## config.mk

```make
export PLATFORM = sky130hd
export DESIGN_NAME = burst_ctrl
export DESIGN_NICKNAME = d
export VERILOG_FILES = /design/src/rtl/burst_ctrl.sv
export SDC_FILE = /design/constraint.sdc
export NUM_CORES = 1
export LEC_CHECK = 0
export BUFFER_PORTS_ARGS = -buffer_cell sky130_fd_sc_hd__buf_2
export CAP_MARGIN = 20
export CORE_MARGIN = 5
export CORE_UTILIZATION = 40
export DETAILED_ROUTE_END_ITERATION = 10
export GPL_TIMING_DRIVEN = 0
export PLACE_DENSITY = 0.64
export SLEW_MARGIN = 25
export SYNTH_ARGS = -nofsm -noshare
export SYNTH_HDL_FRONTEND = slang
export SYNTH_SLANG_ARGS = --single-unit
```

## constraint.sdc

```tcl
create_clock -name clk -period 1.6 [get_ports clk]
set_input_delay 0.24 -clock clk [delete_from_list [all_inputs] [get_ports clk]]
set_output_delay 0.24 -clock clk [all_outputs]
set_load 0.005 [all_outputs]
```

## src/rtl/burst_ctrl.sv

```systemverilog
// burst_ctrl: burst master controller that opens the burst_enable window, waits for the
// master grant and counts qualified beats. Stall abort is enabled by BURST_CTRL_STALL_ABORT_EN.
module burst_ctrl #(
   parameter int unsigned BURST_LEN     = 6,
   parameter int unsigned GRANT_TIMEOUT = 4,
   parameter int unsigned STALL_MAX     = 3,
   localparam int unsigned CNT_W = $clog2(BURST_LEN + 1)
) (
   input  logic             clk,
   input  logic             rst,
   input  logic             burst_req_i,
   input  logic             master_busy_i,
   input  logic             slave_busy_i,
   output logic             burst_enable_o,
   output logic             beat_valid_o,
   output logic [CNT_W-1:0] beat_cnt_o,
   output logic             burst_done_o,
   output logic             burst_err_o
);

   localparam int unsigned WAIT_W = (GRANT_TIMEOUT > 0) ? $clog2(GRANT_TIMEOUT + 1) : 1;

   typedef enum logic [2:0] {
      S_IDLE,
      S_WAIT_M,
      S_XFER,
      S_DONE,
      S_ERR
   } state_t;

   state_t             state_q;
   logic [WAIT_W-1:0]  wait_cnt_q;
   logic [CNT_W-1:0]   beat_cnt_q;
   logic               burst_enable_q;
   logic               beat_valid_q;
   logic               burst_done_q;
   logic               burst_err_q;
   logic               beat_c;

   assign beat_c = !master_busy_i && !slave_busy_i;

`ifdef BURST_CTRL_STALL_ABORT_EN
   localparam int unsigned STALL_W = (STALL_MAX > 0) ? $clog2(STALL_MAX + 1) : 1;
   logic [STALL_W-1:0] stall_cnt_q;
`else
   // STALL_MAX only shapes the stall abort path; keep the parameter referenced.
   if (STALL_MAX == 0) begin : g_no_stall_abort
   end
`endif

   // Window/pulse outputs follow the state held during the previous cycle.
   always_ff @(posedge clk or posedge rst) begin
      if (rst) begin
         state_q        <= S_IDLE;
         wait_cnt_q     <= '0;
         beat_cnt_q     <= '0;
         burst_enable_q <= 1'b0;
         beat_valid_q   <= 1'b0;
         burst_done_q   <= 1'b0;
         burst_err_q    <= 1'b0;
`ifdef BURST_CTRL_STALL_ABORT_EN
         stall_cnt_q    <= '0;
`endif
      end else begin
         burst_enable_q <= (state_q == S_WAIT_M) || (state_q == S_XFER);
         burst_done_q   <= (state_q == S_DONE);
         burst_err_q    <= (state_q == S_ERR);
         beat_valid_q   <= 1'b0;
         case (state_q)
            S_IDLE: begin
               if (burst_req_i) begin
                  state_q    <= S_WAIT_M;
                  wait_cnt_q <= '0;
                  beat_cnt_q <= '0;
`ifdef BURST_CTRL_STALL_ABORT_EN
                  stall_cnt_q <= '0;
`endif
               end
            end
            S_WAIT_M: begin
               if (!master_busy_i) begin
                  state_q <= S_XFER;
               end else if (wait_cnt_q == WAIT_W'(GRANT_TIMEOUT)) begin
                  state_q <= S_ERR;
               end else begin
                  wait_cnt_q <= wait_cnt_q + WAIT_W'(1);
               end
            end
            S_XFER: begin
               if (beat_c) begin
                  beat_valid_q <= 1'b1;
                  beat_cnt_q   <= beat_cnt_q + CNT_W'(1);
`ifdef BURST_CTRL_STALL_ABORT_EN
                  stall_cnt_q  <= '0;
`endif
                  if (beat_cnt_q == CNT_W'(BURST_LEN - 1)) begin
                     state_q <= S_DONE;
                  end
               end else begin
`ifdef BURST_CTRL_STALL_ABORT_EN
                  if (stall_cnt_q == STALL_W'(STALL_MAX)) begin
                     state_q <= S_ERR;
                  end else begin
                     stall_cnt_q <= stall_cnt_q + STALL_W'(1);
                  end
`endif
               end
            end
            S_DONE:  state_q <= S_IDLE;
            S_ERR:   state_q <= S_IDLE;
            default: state_q <= S_IDLE;
         endcase
      end
   end

   assign burst_enable_o = burst_enable_q;
   assign beat_valid_o   = beat_valid_q;
   assign beat_cnt_o     = beat_cnt_q;
   assign burst_done_o   = burst_done_q;
   assign burst_err_o    = burst_err_q;

endmodule

```

# After elaboration in Yosys (flattened, before gate mapping)

Index checks and enable logic that the tools add are counted.

Flip-flop bits (word level): 13
Bits of input ports: 5

Add/sub/neg operators: 2
Equal/unequal tests: 12
Muxes and demuxes: 14
Reductions and logical operators: 10

Operators with widths:

| kind                | count |
|---|---|
| $mux 3              | 9 |
| $pmux 3 s2          | 2 |
| $eq 3x3->1 const B  | 3 |
| $pmux 3 s3          | 1 |
| $ne 2x2->1 const B  | 4 |
| $reduce_and 4->1    | 2 |
| $add 3x1->3 const B | 2 |
| $eq 3x2->1 const B  | 2 |
| $reduce_bool 2->1   | 2 |
| $eq 3x1->1 const B  | 1 |
| $logic_not 3->1     | 1 |
| $ne 3x2->1 const B  | 1 |
| $reduce_and 3->1    | 1 |
| $logic_not 1->1     | 2 |
| $mux 1              | 2 |
| $ne 2x1->1 const B  | 1 |
| $logic_and 1x1->1   | 1 |
| $logic_or 1x1->1    | 1 |

# Depth between registers and ports, before layout

Gate-level depths: netlist of run 1.

Word-level depth: 4
Mapped depth: 5
Mapped depth without buffers: 5

# Worst setup path after synthesis of run 1

No wires, ideal clock.

Path kind: register to register
From: register state_q[2]
To: register wait_cnt_q[2]
Arrival time: 1.214 ns
Required time: 1.470 ns
Setup slack: 0.256 ns
Cell stages (with the launch flop): 5
Path through: dfrtp_1 > buf_6 > or4b_4 > o211ai_1 > o21ai_0

Word-level cells in the longest chain between the ends: 3

Ends and longest elaborated chain:

| what                                                             | line | RTL |
|---|---|---|
| start, declared                                                  | 31   | `state_t state_q;` |
| start signal, assigned                                           | 54   | `state_q <= S_IDLE;` |
| start signal, assigned                                           | 72   | `state_q <= S_WAIT_M;` |
| start signal, assigned                                           | 82   | `state_q <= S_XFER;` |
| $eq 3x1->1 / $logic_not 3->1 (equally long branches)             | 69   | `case (state_q)` |
| $ne 2x2->1 (no line) / $reduce_bool 2->1 (equally long branches) | -    |  |
| $reduce_and 4->1 (no line)                                       | -    |  |
| end signal, assigned                                             | 86   | `wait_cnt_q <= wait_cnt_q + WAIT_W'(1);` |
| end, declared                                                    | 32   | `logic [WAIT_W-1:0] wait_cnt_q;` |

Several ways; a longest one is shown, not always the timed one.
A chain may end at the register's enable or synchronous reset.

# Worst setup path in the final report of run 1

Same ends and word-level chain as after synthesis.

==> results.json, run 1 <==
{
  "overflow": 0,
  "worst_pin_slew_ns": 0.476,
  "seq_area_um2": 325,
  "synthesis.nets": 72,
  "final_cell_mix": "dfrtp_1, buf_2, nand2_1",
  "seq_area_frac_synth_pct": 49.9,
  "grt_util_all_layers_pct": 10.5,
  "synth_top_cell_by_area": "dfrtp_1",
  "synth.area.top_cells": "dfrtp_1, ha_1, mux2i_1",
  "reg2reg_slack_ns": 0.17,
  "cts_tree": "done",
  "p_leak_uw": 0.000389,
  "grt_first_pass_wirelength_um": 2020,
  "ys_warn_count": 0,
  "vias_per_cell": 5.19,
  "ant_nets": 0,
  "path_max_fanout": 10,
  "stdcell_count": 95,
  "cap_violations": 0,
  "worstSetupEndpointType": "register",
  "r2r_end": "wait_cnt_q[2]",
  "synth-xor-area-share_pct": 0,
  "rsz0062_at_grt": "false",
  "rows": 14,
  "slowest_delay_ns": 0.58,
  "ios": 12,
  "syn_avg_cell_area_um2": 10.3,
  "die_h_um": 50.4,
  "yosys_register_bits": 13,
  "nets": 89,
  "routedWlPerCell_um": 11.9,
  "routed_wl_um": 1130,
  "detail_route.iter0.violations": 6,
  "start_util_pct": 42.8,
  "drive_gt1_share_pct": 22.8,
  "yosys.area_share.adder_pct": 7.68,
  "htree_levels": 1,
  "yosys.area_share.simple_pct": 21.9,
  "die_area_um2": 2540,
  "crit_path_cell_trace": "buf_6, or4b_4, o211ai_1, o21ai_0",
  "muxShareOfSynthArea_pct": 4.61,
  "crit_type": "reg2reg",
  "worst_slack_ns": 0.175,
  "synth_area_um2": 652,
  "startpoint_type": "register",
  "cts_buffers": 3,
  "clk_pin_slew_worst_paths_ns": 0.08,
  "area_delta_synth_final_pct": 17.1,
  "dp_hpwl_um": 835,
  "synth_compound_area_share_pct": 10.7,
  "r2r-start": "state_q[2]",
  "p_total_uw": 1090,
  "pre_cts_slack_ns": 0.177,
  "worstSkewPairLatency_ns": 0.27,
  "final_common_cell": "dfrtp_1",
  "grt_pass1_vias": 455,
  "multiInputGateArea_um2": 293,
  "cpMaxStageDelayCell": "or4b_4",
  "fin_setup_tns_ns": 0,
  "hp-class": "in2reg",
  "hold_path_end": "state_q[1]",
  "min_period_over_period_pct": 89.1,
  "antenna_found_initial": 0,
  "drcViolationCount": 0,
  "holdPathStages": 3,
  "yosysUniqueCellTypes": 23,
  "diodes": 0,
  "first_pass_iters": 3,
  "ir_drop_mv": 0.733,
  "clkSinkCount": 13,
  "drv_slew": 0,
  "status": "complete, no violations",
  "max_slew_margin_pct": 68.0,
  "clock_path_buffers": 2,
  "place_inst": 90,
  "setup_viol": 0,
  "portBuffers": 11,
  "p_per_area_nw_per_um2": 1430,
  "synth_top_area_share_pct": 49.9,
  "fp.coreArea_um2": 1520,
  "worstPathRequired_ns": 1.76,
  "reg2reg_depth": 4,
  "synth_top_family_by_area": "simple AND/OR/NAND/NOR gates",
  "cts-root-buf": "clkbuf_4",
  "postSynthCellCount": 63,
  "worstHoldStart": "master_busy_i",
  "fmax_mhz": 702,
  "gp_congestion": 0.746,
  "skew_ns": 0.00510,
  "finalHoldViolations": 0,
  "cp.arrival_ns": 1.58,
  "vias": 493,
  "period_needed_ns": 1.43,
  "grt_max_degree": 14,
  "die_w_um": 50.4,
  "fillers": 143
}
[sequential cells by signal, indices dropped and copies added, names as in the netlist]
signal / count
burst_err_o: 1
burst_done_o: 1
wait_cnt_q: 3
state_q: 3
beat_valid_o: 1
beat_cnt_o: 3
burst_enable_o: 1
[worst max-delay path: cells and delay by family, from the launching register on]
| kind | cells | cell delay [ns] |
|---|---|---|
| flops | 1 | 0.38 |
| compound gates | 2 | 0.21 |
| simple gates | 1 | 0.58 |
| buf+inv | 1 | 0.14 |
[how the worst max path moves through the flow]
stage | start | end | slack, ns | cells after the start
final | state_q[2] | wait_cnt_q[2] | 0.17 | 4
after global routing | state_q[2] | beat_cnt_o[1] | 0.11 | 4
after CTS | state_q[2] | wait_cnt_q[2] | 0.17 | 4
after detailed placement | state_q[2] | wait_cnt_q[2] | 0.18 | 4
after global placement | state_q[2] | wait_cnt_q[2] | 0.20 | 4
after floorplan | state_q[2] | wait_cnt_q[2] | 0.26 | 4
[cell usage after synthesis (all sizes together)]
library cell / n
dfrtp: 13
nand2: 6
o21ai: 6
inv: 5
ha: 4
nor2: 4
a21oi: 3
mux2i: 3
nand2b: 3
a22o: 2
nand3: 2
nor3b: 2
and2: 1
buf: 1
clkbuf: 1
nand4: 1
nand4bb: 1
nor4: 1
o211ai: 1
or2: 1
or4: 1
or4b: 1
[area by class of cell]
| type | count | area share (%) |
|---|---|---|
| Multi-Input combinational cell | 43 | 38.4 |
| Timing Repair Buffer | 12 | 8.52 |
| Buffer | 2 | 1.97 |
| Clock buffer | 4 | 3.44 |
| Inverter | 5 | 2.46 |
| Sequential cell | 13 | 42.6 |
| Tap cell | 16 | 2.62 |
[power by group]
| group | switching [uW] | leakage (uW) | internal [uW] |
|---|---|---|---|
| Combinational | 205 | 0.000200 | 186 |
| Clock | 102 | 0.0000150 | 96.6 |
| Sequential | 85.9 | 0.000174 | 419 |
[cell families (layout without fill, tap and decap cells)]
family,after synthesis,count (layout)
AND/OR/NAND/NOR,24,24
adder cells (fa/ha/maj),4,4
buffers and inverters,7,23
multiplexers,3,3
flip-flops,13,13
AO/OA/AOI/OAI,12,12
[what timing repair did]
item	in CTS	in global routing
hold endpoints to repair	13	0
resized for setup	0	0
buffers inserted	0	0
hold buffers	1	0
[routing by layer]
metal	vias to the layer above	share of wire [%]	global-route usage [%]
met3	0	7.3	6.21
met1	230	49	14.0
li1	252	-	-
met2	11	44	14.6
met4	0	0	2.55
met5	-	0	0
[metrics by stage]
| step | utilization, % | hold slack, ns | instance area [um2] |
|---|---|---|---|
| finish | 50.1 | 0.309 | 763 |
| global route | 50.1 | 0.329 | 763 |
| CTS | 50.1 | 0.305 | 763 |
| detailed placement | 47.7 | 0.291 | 727 |
| global placement | 47.7 | 0.281 | 727 |
| floorplan | - | 0.117 | 652 |
(Power assumes the default switching activity.)
==> run 2, diff against run 1 <==
--- a/config.mk
+++ b/config.mk
@@ -6,7 +6,7 @@
 export NUM_CORES = 1
 export LEC_CHECK = 0
 export BUFFER_PORTS_ARGS = -buffer_cell sky130_fd_sc_hd__buf_2
-export CAP_MARGIN = 20
+export CAP_MARGIN = 30
 export CORE_MARGIN = 5
 export CORE_UTILIZATION = 40
 export DETAILED_ROUTE_END_ITERATION = 10
==> constraint.sdc (replaced) <==
create_clock -name clk -period 1.73 [get_ports clk]
set_input_delay 0.2595 -clock clk [delete_from_list [all_inputs] [get_ports clk]]
set_output_delay 0.2595 -clock clk [all_outputs]
set_load 0.005 [all_outputs]
==> results.json, run 2 (synthesis results as in run 1) <==
{
  "cts_resized": 0,
  "portBuffers": 11,
  "worstPathRequired_ns": 1.89,
  "clk_pin_slew_worst_paths_ns": 0.08,
  "rows": 14,
  "die_area_um2": 2540,
  "die_h_um": 50.4,
  "grt_util_all_layers_pct": 10.4,
  "skew_ns": 0.00510,
  "p_sw_uw": 363,
  "routedWlPerCell_um": 12.0,
  "crit_path_cell_trace": "buf_6, or4b_4, o211ai_1, o21ai_0",
  "start_util_pct": 42.8,
  "diodes": 0,
  "die_w_um": 50.4,
  "cts_tree": "done",
  "cp.arrival_ns": 1.58,
  "final_cell_mix": "dfrtp_1, buf_2, nand2_1",
  "ant_nets": 0,
  "status": "complete, but fails checks",
  "ir_drop_mv": 0.678,
  "area_delta_synth_final_pct": 15.5,
  "clkSinkCount": 13,
  "rsz0062_at_grt": "false",
  "antenna_found_initial": 0,
  "fp.coreArea_um2": 1520,
  "fmax_mhz": 702,
  "clock_path_buffers": 2,
  "p_per_area_nw_per_um2": 1340,
  "cap_violations": 0,
  "cpMaxStageDelayCell": "or4b_4",
  "hp-class": "in2async",
  "final_common_cell": "dfrtp_1",
  "cts_buffers": 3,
  "overflow": 0,
  "max_slew_margin_pct": 68.0,
  "period_needed_ns": 1.43,
  "drcViolationCount": 0,
  "vias": 489,
  "seqPwrFrac_pct": 46.2,
  "clockPowerShare_pct": 18.2,
  "grt_max_degree": 14,
  "grt_pass1_vias": 443,
  "cts-root-buf": "clkbuf_4",
  "pwr-share-comb_pct": 35.6,
  "fin_setup_tns_ns": 0,
  "p_int_uw": 647,
  "post-cts-setup-buffers": 0,
  "setup_viol": 0,
  "grt_first_pass_wirelength_um": 1990,
  "nets": 88,
  "routed_wl_um": 1130,
  "p_sw_share_pct": 35.9,
  "p_leak_uw": 0.000385,
  "finalHoldViolations": 13,
  "crit_type": "reg2reg",
  "min_period_over_period_pct": 82.4,
  "worstSetupEndpointType": "register",
  "worstSkewPairLatency_ns": 0.27,
  "path_max_fanout": 10,
  "drive_gt1_share_pct": 23.1,
  "reg2reg_slack_ns": 0.30,
  "ios": 12,
  "drv_slew": 0,
  "slowest_delay_ns": 0.58,
  "detail_route.iter0.violations": 6,
  "first_pass_iters": 3,
  "vias_per_cell": 5.20,
  "worst_pin_slew_ns": 0.476,
  "violations": "hold timing",
  "hold_buffers": 0,
  "startpoint_type": "register",
  "whs_ns": -0.0114,
  "htree_levels": 1,
  "dp_hpwl_um": 835,
  "gp_congestion": 0.746
}
-- run 2: layout make-up --
class / count / area [um2]
clock buffers: 4 / 26.3
repair buffers: 11 / 55.1
flip-flops and latches: 13 / 325
multi-input cells: 43 / 293
fillers: 144 / 771
well taps: 16 / 20.0
inverters: 5 / 18.8
plain buffers: 2 / 15.0
-- run 2: worst max-delay path: cells and delay by family, from the launching register on --
kind            cells  cell delay, ns
compound gates      2            0.21
buf+inv             1            0.14
flops               1            0.38
simple gates        1            0.58
-- run 2: power groups by stage --
stage	combinational, uW	clock, uW	sequential, uW
6_report	359	183	467
5_1_grt	417	211	486
4_1_cts	365	193	467
3_5_place_dp	363	0	473
3_3_place_gp	351	0	473
2_1_floorplan	255	0	466
-- run 2: path summary, 6_finish.rpt --
| check | to | depth (start not counted) | startpoint |
|---|---|---|---|
| worst min-delay path | burst_enable_o | 2 | rst |
| worst min register to register | beat_cnt_o[2] | 1 | beat_cnt_o[2] |
| min in group clk | state_q[1] | 3 | master_busy_i |
| max in group asynchronous | beat_cnt_o[2] | 2 | rst |
| worst max register to register | wait_cnt_q[2] | 4 | state_q[2] |
| worst max-delay path | wait_cnt_q[2] | 4 | state_q[2] |
-- run 2: routing by layer --
metal	GRT usage [%]	vias to the layer above	share of wire [%]
met4	2.55	0	0
met2	14.2	11	44
met3	6.21	0	7.4
met5	0	-	0
li1	-	250	-
met1	14.0	228	49
-- run 2: metrics by stage --
step | power (uW) | utilization [%] | area, um2 | std cells | setup WS [ns]
detailed placement | 836 | 47.7 | 727 | 90 | 0.307
global placement | 823 | 47.7 | 727 | 90 | 0.334
global route | 1110 | 49.4 | 753 | 94 | 0.240
finish | 1010 | 49.4 | 753 | 94 | 0.305
CTS | 1020 | 49.4 | 753 | 94 | 0.300
floorplan | 720 | - | 652 | 63 | 0.386
